[src/rtl/seq_stage_controller_pkg.sv]
// -----------------------------------------------------------------------------
// seq_stage_controller_pkg
// Shared definitions for the SEQ stage controller: Y86-64 status codes,
// instruction codes, controller state encodings and a helper that classifies
// data-memory instructions.
// Optional feature macro: SEQ_SINGLE_STEP_EN adds the PAUSE state encoding.
// -----------------------------------------------------------------------------
package seq_stage_controller_pkg;

    // Y86-64 status codes
    localparam logic [2:0] STAT_AOK = 3'd1;
    localparam logic [2:0] STAT_HLT = 3'd2;
    localparam logic [2:0] STAT_ADR = 3'd3;
    localparam logic [2:0] STAT_INS = 3'd4;

    // Y86-64 instruction codes
    localparam logic [3:0] I_HALT   = 4'h0;
    localparam logic [3:0] I_NOP    = 4'h1;
    localparam logic [3:0] I_RRMOVQ = 4'h2;
    localparam logic [3:0] I_IRMOVQ = 4'h3;
    localparam logic [3:0] I_RMMOVQ = 4'h4;
    localparam logic [3:0] I_MRMOVQ = 4'h5;
    localparam logic [3:0] I_OPQ    = 4'h6;
    localparam logic [3:0] I_JXX    = 4'h7;
    localparam logic [3:0] I_CALL   = 4'h8;
    localparam logic [3:0] I_RET    = 4'h9;
    localparam logic [3:0] I_PUSHQ  = 4'hA;
    localparam logic [3:0] I_POPQ   = 4'hB;

    typedef enum logic [3:0] {
        ST_IDLE      = 4'd0,
        ST_FETCH     = 4'd1,
        ST_DECODE    = 4'd2,
        ST_EXECUTE   = 4'd3,
        ST_MEMORY    = 4'd4,
        ST_WRITEBACK = 4'd5,
        ST_PCUPD     = 4'd6,
`ifdef SEQ_SINGLE_STEP_EN
        ST_HALT      = 4'd7,
        ST_PAUSE     = 4'd8
`else
        ST_HALT      = 4'd7
`endif
    } ctrl_state_e;

    // Instructions that touch data memory and therefore need the handshake
    function automatic logic is_mem_icode(input logic [3:0] ic);
        logic mem_s;
        case (ic)
            I_RMMOVQ, I_MRMOVQ, I_CALL, I_RET, I_PUSHQ, I_POPQ: mem_s = 1'b1;
            default:                                            mem_s = 1'b0;
        endcase
        return mem_s;
    endfunction

endpackage

[src/rtl/seq_stage_controller_mem_wait_timer.sv]
// -----------------------------------------------------------------------------
// seq_stage_controller_mem_wait_timer
// Counts cycles spent waiting in the MEMORY stage. The count restarts from 0
// whenever clear is high and saturates at MEM_TIMEOUT-1; expired flags that
// the current MEMORY cycle is the last one allowed.
// Ports:
//   clk, rst      clock and synchronous active-high reset
//   clear         force count to 0 (controller not in MEMORY)
//   count_en      advance count (controller in MEMORY)
//   expired       count has reached MEM_TIMEOUT-1
// -----------------------------------------------------------------------------
module seq_stage_controller_mem_wait_timer #(
    parameter int MEM_TIMEOUT = 16
) (
    input  logic clk,
    input  logic rst,
    input  logic clear,
    input  logic count_en,
    output logic expired
);

    localparam int TW = (MEM_TIMEOUT > 2) ? $clog2(MEM_TIMEOUT) : 1;
    localparam logic [TW-1:0] LAST = TW'(MEM_TIMEOUT - 1);

    logic [TW-1:0] count_r;

    // Wait counter: cleared outside MEMORY, holds at LAST so it cannot wrap
    always_ff @(posedge clk) begin
        if (rst) begin
            count_r <= {TW{1'b0}};
        end else if (clear) begin
            count_r <= {TW{1'b0}};
        end else if (count_en && (count_r != LAST)) begin
            count_r <= count_r + {{(TW-1){1'b0}}, 1'b1};
        end else begin
            count_r <= count_r;
        end
    end

    assign expired = (count_r == LAST);

endmodule

[src/rtl/seq_stage_controller.sv]
// -----------------------------------------------------------------------------
// seq_stage_controller
// Multi-cycle sequencer for the Y86-64 SEQ datapath. One stage enable per
// cycle (FETCH, DECODE, EXECUTE, MEMORY, WRITEBACK, PCUPD), data-memory
// request/ready handshake with timeout, Y86 status tracking and saturating
// cycle / retired-instruction counters. All outputs are registered.
// Optional feature macro: SEQ_SINGLE_STEP_EN -- adds input step and a PAUSE
// state entered after every PCUPD; step=1 in PAUSE resumes at FETCH.
// Ports:
//   clk, rst                 clock, synchronous active-high reset
//   step (macro only)        single-step resume from PAUSE
//   start                    leave IDLE (ignored elsewhere)
//   icode, instr_valid,
//   imem_error               fetch-stage status
//   mem_ready, dmem_error    data-memory handshake (error qualified by ready)
//   *_en                     stage enables, one-hot or all zero
//   mem_req                  data-memory request
//   stat                     Y86 status (AOK/HLT/ADR/INS)
//   halted, busy             machine stopped / executing
//   cycle_count, instr_count saturating counters
// -----------------------------------------------------------------------------
module seq_stage_controller
    import seq_stage_controller_pkg::*;
#(
    parameter int CNT_W       = 32,
    parameter int MEM_TIMEOUT = 16
) (
    input  logic             clk,
    input  logic             rst,
`ifdef SEQ_SINGLE_STEP_EN
    input  logic             step,
`endif
    input  logic             start,
    input  logic [3:0]       icode,
    input  logic             instr_valid,
    input  logic             imem_error,
    input  logic             mem_ready,
    input  logic             dmem_error,
    output logic             fetch_en,
    output logic             decode_en,
    output logic             execute_en,
    output logic             memory_en,
    output logic             wb_en,
    output logic             pc_en,
    output logic             mem_req,
    output logic [2:0]       stat,
    output logic             halted,
    output logic             busy,
    output logic [CNT_W-1:0] cycle_count,
    output logic [CNT_W-1:0] instr_count
);

    localparam logic [CNT_W-1:0] CNT_MAX = {CNT_W{1'b1}};
    localparam logic [CNT_W-1:0] CNT_ONE = {{(CNT_W-1){1'b0}}, 1'b1};

    ctrl_state_e state_r;
    ctrl_state_e nxt_state_s;
    logic [2:0]  nxt_stat_s;
    logic        retire_s;
    logic        nxt_mem_req_s;
    logic        nxt_busy_s;
    logic        in_mem_s;
    logic        tmr_expired_s;

    assign in_mem_s = (state_r == ST_MEMORY);

    seq_stage_controller_mem_wait_timer #(
        .MEM_TIMEOUT (MEM_TIMEOUT)
    ) u_mem_wait_timer (
        .clk      (clk),
        .rst      (rst),
        .clear    (!in_mem_s),
        .count_en (in_mem_s),
        .expired  (tmr_expired_s)
    );

    // Next-state, status update and retire decision for the current stage
    always_comb begin
        nxt_state_s = state_r;
        nxt_stat_s  = stat;
        retire_s    = 1'b0;
        case (state_r)
            ST_IDLE: begin
                if (start) begin
                    nxt_state_s = ST_FETCH;
                end else begin
                    nxt_state_s = ST_IDLE;
                end
            end
            ST_FETCH: begin
                if (imem_error) begin
                    nxt_stat_s  = STAT_ADR;
                    nxt_state_s = ST_HALT;
                end else if (!instr_valid) begin
                    nxt_stat_s  = STAT_INS;
                    nxt_state_s = ST_HALT;
                end else if (icode == I_HALT) begin
                    // halt retires: it counts as an executed instruction
                    nxt_stat_s  = STAT_HLT;
                    nxt_state_s = ST_HALT;
                    retire_s    = 1'b1;
                end else begin
                    nxt_state_s = ST_DECODE;
                end
            end
            ST_DECODE:  nxt_state_s = ST_EXECUTE;
            ST_EXECUTE: nxt_state_s = ST_MEMORY;
            ST_MEMORY: begin
                // mem_req marks a memory instruction; others pass in one cycle
                if (!mem_req) begin
                    nxt_state_s = ST_WRITEBACK;
                end else if (mem_ready) begin
                    if (dmem_error) begin
                        nxt_stat_s  = STAT_ADR;
                        nxt_state_s = ST_HALT;
                    end else begin
                        nxt_state_s = ST_WRITEBACK;
                    end
                end else if (tmr_expired_s) begin
                    nxt_stat_s  = STAT_ADR;
                    nxt_state_s = ST_HALT;
                end else begin
                    nxt_state_s = ST_MEMORY;
                end
            end
            ST_WRITEBACK: nxt_state_s = ST_PCUPD;
            ST_PCUPD: begin
                retire_s = 1'b1;
`ifdef SEQ_SINGLE_STEP_EN
                nxt_state_s = ST_PAUSE;
`else
                nxt_state_s = ST_FETCH;
`endif
            end
`ifdef SEQ_SINGLE_STEP_EN
            ST_PAUSE: begin
                if (step) begin
                    nxt_state_s = ST_FETCH;
                end else begin
                    nxt_state_s = ST_PAUSE;
                end
            end
`endif
            ST_HALT: nxt_state_s = ST_HALT;
            default: begin
                nxt_state_s = ST_IDLE;
                nxt_stat_s  = STAT_AOK;
            end
        endcase
    end

    // Request decision: chosen on MEMORY entry from icode, then held while waiting
    always_comb begin
        nxt_mem_req_s = 1'b0;
        if (nxt_state_s == ST_MEMORY) begin
            if (state_r == ST_MEMORY) begin
                nxt_mem_req_s = mem_req;
            end else begin
                nxt_mem_req_s = is_mem_icode(icode);
            end
        end else begin
            nxt_mem_req_s = 1'b0;
        end
    end

    // Busy covers every state that is actively executing an instruction
    always_comb begin
        case (nxt_state_s)
            ST_IDLE, ST_HALT: nxt_busy_s = 1'b0;
`ifdef SEQ_SINGLE_STEP_EN
            ST_PAUSE:         nxt_busy_s = 1'b0;
`endif
            default:          nxt_busy_s = 1'b1;
        endcase
    end

    // Controller state, registered outputs and saturating counters
    always_ff @(posedge clk) begin
        if (rst) begin
            state_r     <= ST_IDLE;
            fetch_en    <= 1'b0;
            decode_en   <= 1'b0;
            execute_en  <= 1'b0;
            memory_en   <= 1'b0;
            wb_en       <= 1'b0;
            pc_en       <= 1'b0;
            mem_req     <= 1'b0;
            stat        <= STAT_AOK;
            halted      <= 1'b0;
            busy        <= 1'b0;
            cycle_count <= {CNT_W{1'b0}};
            instr_count <= {CNT_W{1'b0}};
        end else begin
            state_r    <= nxt_state_s;
            fetch_en   <= (nxt_state_s == ST_FETCH);
            decode_en  <= (nxt_state_s == ST_DECODE);
            execute_en <= (nxt_state_s == ST_EXECUTE);
            memory_en  <= (nxt_state_s == ST_MEMORY);
            wb_en      <= (nxt_state_s == ST_WRITEBACK);
            pc_en      <= (nxt_state_s == ST_PCUPD);
            mem_req    <= nxt_mem_req_s;
            stat       <= nxt_stat_s;
            halted     <= (nxt_state_s == ST_HALT);
            busy       <= nxt_busy_s;
            // busy is the registered view of the current state, so this counts
            // every executing cycle including one that faults
            if (busy && (cycle_count != CNT_MAX)) begin
                cycle_count <= cycle_count + CNT_ONE;
            end else begin
                cycle_count <= cycle_count;
            end
            if (retire_s && (instr_count != CNT_MAX)) begin
                instr_count <= instr_count + CNT_ONE;
            end else begin
                instr_count <= instr_count;
            end
        end
    end

endmodule

[config.mk]
export PLATFORM = sky130hd
export DESIGN_NAME = seq_stage_controller
export DESIGN_NICKNAME = d
export VERILOG_FILES = /design/src/rtl/seq_stage_controller_pkg.sv /design/src/rtl/seq_stage_controller_mem_wait_timer.sv /design/src/rtl/seq_stage_controller.sv
export SDC_FILE = /design/constraint.sdc
export NUM_CORES = 1
export LEC_CHECK = 0
export ABC_AREA = 1
export BUFFER_PORTS_ARGS = -buffer_cell sky130_fd_sc_hd__buf_4
export CORE_ASPECT_RATIO = 2
export CORE_MARGIN = 1
export CORE_UTILIZATION = 30
export CTS_CLUSTER_SIZE = 30
export DETAILED_ROUTE_END_ITERATION = 12
export MAX_ROUTING_LAYER = met4
export PLACE_DENSITY = 0.57
export SYNTH_ARGS = -nofsm -noshare
export SYNTH_HDL_FRONTEND = slang
export SYNTH_HIERARCHICAL = 1
export SYNTH_SLANG_ARGS = --single-unit
[constraint.sdc]
create_clock -name clk -period 1.9 [get_ports clk]
set_input_delay 0 -clock clk [delete_from_list [all_inputs] [get_ports clk]]
set_output_delay 0 -clock clk [all_outputs]
set_load 0.01 [all_outputs]
# Word-level counts from Yosys, hierarchy flattened
# Index checks and enable logic that the tools add are counted.
[word_totals]
inputBits = 11
elab_cells = 83
reg_bits = 84
[op_classes]
n_bitwise = 3
muxes = 23
n_reduce_logical = 12
n_eq_ne = 28
add_sub_neg = 3
[op_table]
columns = ["cell", "count"]
rows = [
  ["32-bit by 1-bit adder with 32-bit output, second input constant", 2],
  ["32-bit inequality test, second input constant", 2],
  ["4-bit by 3-bit == test with 1-bit output, second input constant", 10],
  ["4-bit one-hot mux with 8 select lines", 1],
  ["3-bit 2-to-1 mux", 10],
  ["4-bit == test, second input constant", 5],
  ["4-bit by 2-bit == test with 1-bit output, second input constant", 4],
  ["4-bit zero test", 3],
  ["6-bit OR reduction", 2],
  ["3-bit one-hot mux with 3 select lines", 1],
  ["4-bit by 1-bit == test with 1-bit output, second input constant", 2],
  ["4-bit 2-to-1 mux", 2],
  ["4-bit inequality test, second input constant", 2],
  ["1-bit 2-to-1 mux", 6],
  ["3-bit inequality test, second input constant", 2],
  ["2-bit OR reduction", 3],
  ["5-bit AND reduction", 1],
  ["4-bit by 1-bit adder with 4-bit output, second input constant", 1],
  ["2-bit 2-to-1 mux", 2],
  ["1-bit logical AND", 3],
  ["1-bit inverter", 3],
  ["2-bit inequality test, second input constant", 1],
  ["1-bit one-hot mux with 2 select lines", 1],
]

# Depth between registers and ports, before layout
[depth]
word_depth = 8
mapped_depth = 11

# By module
# Netlist, hierarchy kept.
[by_module_without_submodules]
columns = ["module", "area_each_um2", "n_inst", "cells_per_inst"]
rows = [
  ["seq_stage_controller", 4932.2, 1, 796],
  ["seq_stage_controller_mem_wait_timer", 200.2, 1, 29],
]

# Worst setup path after synthesis
# OpenSTA, ideal clock, no wires.
[synth_timing]
path_kind = "register to register"
from = "register cycle_count[1]"
to = "register cycle_count[2]"
stages_incl_launch_ff = 12
slack_ns = 0.105
arrival_time_ns = 1.649
setup_ns = 0.146
required_ns = 1.754
path_cell_list = "dfxtp_1 > ha_1 > inv_1 > nor2_4 > nand2_2 > nor2_4 > nand2_4 > nand2_8 > inv_2 > buf_2 > nand2_1 > a21oi_1"
[synth_between]
elab_chain_len = 2
elab_cells_between_ends = 3
[synth_rtl]
columns = ["element", "line", "text"]
rows = [
  ["start: declaration", "seq_stage_controller.sv:49", "output logic [CNT_W-1:0] cycle_count,"],
  ["start signal: assignment", "seq_stage_controller.sv:191", "cycle_count <= {CNT_W{1'b0}};"],
  ["start signal: assignment", "seq_stage_controller.sv:208", "cycle_count <= cycle_count + CNT_ONE;"],
  ["start signal: assignment", "seq_stage_controller.sv:210", "cycle_count <= cycle_count;"],
  ["branches (longest 2 deep; another with 32-bit by 1-bit adder with 32-bit output)", "--", ""],
]
# Parallel ways; which one is timed is not known.
# A chain may end at the register's enable or synchronous reset.

# Final worst setup path
[layout_timing]
from = "register instr_count[1]"
to = "register instr_count[22]"
[layout_between]
elab_chain_len = 2
elab_cells_between_ends = 3
[layout_rtl]
columns = ["element", "line", "text"]
rows = [
  ["start: declaration", "seq_stage_controller.sv:50", "output logic [CNT_W-1:0] instr_count"],
  ["start signal: assignment", "seq_stage_controller.sv:192", "instr_count <= {CNT_W{1'b0}};"],
  ["start signal: assignment", "seq_stage_controller.sv:213", "instr_count <= instr_count + CNT_ONE;"],
  ["start signal: assignment", "seq_stage_controller.sv:215", "instr_count <= instr_count;"],
  ["branches (longest 2 deep; another with 32-bit by 1-bit adder with 32-bit output)", "--", ""],
]
# Parallel ways; which one is timed is not known.

==> results.tsv <==
stage	metric	value	unit
timing	postLayoutSetupSlackWorst	176	ps
clocking	clock_sinks	83	
routing	drt_iter0_drc	156	
power_and_ir_drop	vdd.ir_drop.worst	0.503	mV
placement	dpl.cell_count	1163	
placement	postPlaceCellArea	6350	um^2
clocking	htree_levels	3	
worst_hold_path	hp-class	primary input to flop	
routing	wire_per_inst	14.4	um
status	status	complete, no violations	
worst_setup_path	cp_common_cell	nand2_4	
routing	dr_total_vias	5536	
placement	post-dp-hpwl	13300	um
routing	drc	0	
worst_setup_path	crit_type	flop to flop	
routing	drtPass1Iterations	4	
global_route	grt_max_degree	37	
floorplan	die_width	94.5	um
cells_and_area	syn_to_final_growth	30.3	%
floorplan	die_y	187	um
global_route	grt_pass1_wl	26300	um
timing	final_max_slew_viol_count	0	
cells_and_area	final_area	6690	um^2
cells_and_area	final_cell_mix	291 x nand2_1, 148 x buf_4, 141 x nor2_1	
worst_setup_path	path_delay_family	simple AND/OR/NAND/NOR gates	
clocking	cts-root-buf	clkbuf_16	
cells_and_area	fill_cells	1879	
timing	setup_violations	0	
global_route	antenna_found_initial	0	
global_route	track_usage	0.202	
timing	tns	0	ps
placement	io_buffers	86	
placement	place_ws	99.5	ps
power_and_ir_drop	leakagePower	2.74	nW
placement	gp_congestion	0.943	
logic_synthesis	synth_seq_area_share	0.324	
logic_synthesis	synth_area	5130	um^2
timing	worstMarginPinSlew	580	ps
floorplan	core-area	16800	um^2
logic_synthesis	synth_cell_types	32	
cells_and_area	finalNonFillerCells	1181	
cells_and_area	final_common_cell	nand2_1	
routing	postRouteAntennaNets	0	
clocking	clk_latency	340	ps
floorplan	pin_count	87	
logic_synthesis	syn_inst	825	
cells_and_area	antenna_cells	0	
clocking	cts_buffers	9	
cells_and_area	nets	983	
timing	rsz0062_at_grt	false	
timing	skew	7.65	ps
power_and_ir_drop	powerDensity	755	nW/um^2
routing	wl	17000	um
global_route	grt_remaining_overflow	0	
timing	fmax	0.580	GHz
worst_setup_path	cp.arrival	1990	ps
worst_setup_path	critPathMaxStageDelay	330	ps
worst_setup_path	crit_slowest_cell	dfxtp_1	
global_route	grt_pass1_vias	5298	
floorplan	start_util	0.306	
clocking	clk_pin_slew	70	ps
logic_synthesis	synth_area_per_cell	6.22	um^2
floorplan	rows	67	
logic_synthesis	synth_seq_cells	83	
timing	fin_worst_hold_slack	10.7	ps
logic_synthesis	syn_nets	839	
clocking	cts.path.max_buffers	2	
worst_setup_path	crit_buf_inv	1	
worst_setup_path	setup.worst_path.end_class	flop	
job	cap_viol_max_count	0	
timing	finalCriticalPeriod	1720	ps
timing	final.period_utilization	0.908	
routing	vias_per_cell	4.69	
worst_setup_path	required	2160	ps
worst_setup_path	critPathMaxFanout	13	
logic_synthesis	yosys_warnings	6	
worst_setup_path	crit_chain	ha_1 > nand2_2 > nor2_4 > nand2_4 > nor2_8 > nand2_4 > nand2_4 > buf_4 > nand2_1 > a21oi_2	
cells_and_area	drive_gt1_frac	0.226	
clocking	cts_tree	yes	
timing	final_hold_viol_count	0	
timing	relSlewSlack	0.613	
floorplan	design.die.area	17700	um^2
clocking	post_cts_buffers	0	
worst_setup_path	startpoint_type	flop	
[power by group]
group / internal [W] / leakage [nW] / switching (W)
sequential: 0.00186 / 0.671 / 0.000106
clock: 0.00115 / 0.150 / 0.000741
combinational: 0.000411 / 1.92 / 0.000782
[routing by layer]
layer  global-route usage  up-vias  part of all wire
li1                     -     2848                 -
met1                0.181     2526              0.35
met2                0.392      115              0.58
met3               0.0195       47             0.021
met4                0.114        0             0.049
met5                    -        -                 0
[stage by stage]
| step | total power, W | utilization |
|---|---|---|
| 2_1_floorplan | 0.00277 | - |
| 3_3_place_gp | 0.00316 | 0.379 |
| 3_5_place_dp | 0.00317 | 0.379 |
| 4_1_cts | 0.00509 | 0.398 |
| 5_1_grt | 0.00530 | 0.399 |
| 6_report | 0.00505 | 0.399 |
[cells in the mapped netlist]
master         count  area share
a21oi_1           30       0.029
a21oi_2           20       0.034
buf_1              1     0.00073
buf_12             3       0.012
buf_2              1     0.00097
buf_4              2      0.0029
buf_6              3      0.0066
clkbuf_1           6      0.0044
clkbuf_8           1      0.0027
dfxtp_1           83        0.32
dlygate4sd1_1      1      0.0017
ha_1               3      0.0073
inv_1             86       0.063
inv_2              3      0.0022
nand2_1          291        0.21
nand2_2           14       0.017
nand2_4            5       0.011
nand2_8            1      0.0039
nand3_1           42       0.041
nand3_2            1      0.0020
nand4_1           15       0.018
nor2_1           142        0.10
nor2_2             5      0.0061
nor2_4             5       0.011
nor2_8             1      0.0039
nor3_1            10      0.0098
o211ai_1           1      0.0015
o21ai_0           22       0.021
o21bai_1           1      0.0015
or2_2              1      0.0012
xnor2_1           10       0.017
xor2_1            15       0.026
[area by class of cell]
| cell class | count | area, um^2 | share of cell area |
|---|---|---|---|
| Inverter | 89 | 339 | 0.0507 |
| Sequential cell | 83 | 1660 | 0.248 |
| Tap cell | 207 | 259 | 0.0387 |
| Clock buffer | 11 | 233 | 0.0348 |
| Multi-Input combinational cell | 635 | 2980 | 0.445 |
| Clock inverter | 5 | 77.6 | 0.0116 |
| Timing Repair Buffer | 151 | 1140 | 0.171 |
[logic make-up (layout without fill, tap and decap cells)]
family / count (synthesis) / in the layout / synth area share
buf+inv: 107 / 256 / 0.0968
compound gates: 74 / 74 / 0.0878
xor+xnor: 25 / 25 / 0.0427
fa+ha+maj: 3 / 3 / 0.00731
simple gates: 533 / 533 / 0.442
flops: 83 / 83 / 0.324
[final timing paths]
check / depth (start not counted) / from / slack [ps] / end
hold / removal: 5 / imem_error / 10 / stat[0]
setup reg to reg: 10 / instr_count[1] / 180 / instr_count[22]
hold reg to reg: 2 / stat[0] / 500 / stat[0]
setup / recovery: 10 / instr_count[1] / 180 / instr_count[22]
[worst register-to-register path: stages, from the launching register on]
cell	delay, ps
dfxtp_1	330
ha_1	200
nand2_2	100
nor2_4	130
nand2_4	100
nor2_8	150
nand2_4	100
nand2_4	90
buf_4	220
nand2_1	100
a21oi_2	140
[state kept, by name (all words and copies together), names as in the netlist]
signal                    count
busy                          1
decode_en                     1
halted                        1
instr_count                  32
cycle_count                  32
memory_en                     1
pc_en                         1
state_r                       3
wb_en                         1
fetch_en                      1
stat                          3
execute_en                    1
u_mem_wait_timer/count_r      4
mem_req                       1
[what timing repair did]
| item | 4_1_cts | 5_1_grt |
|---|---|---|
| hold endpoints to repair | 1 | 0 |
| hold buffers | 2 | 0 |
| setup endpoints to repair | 0 | 27 |
| gates resized for setup | 0 | 6 |
(Power assumes the default switching activity.)
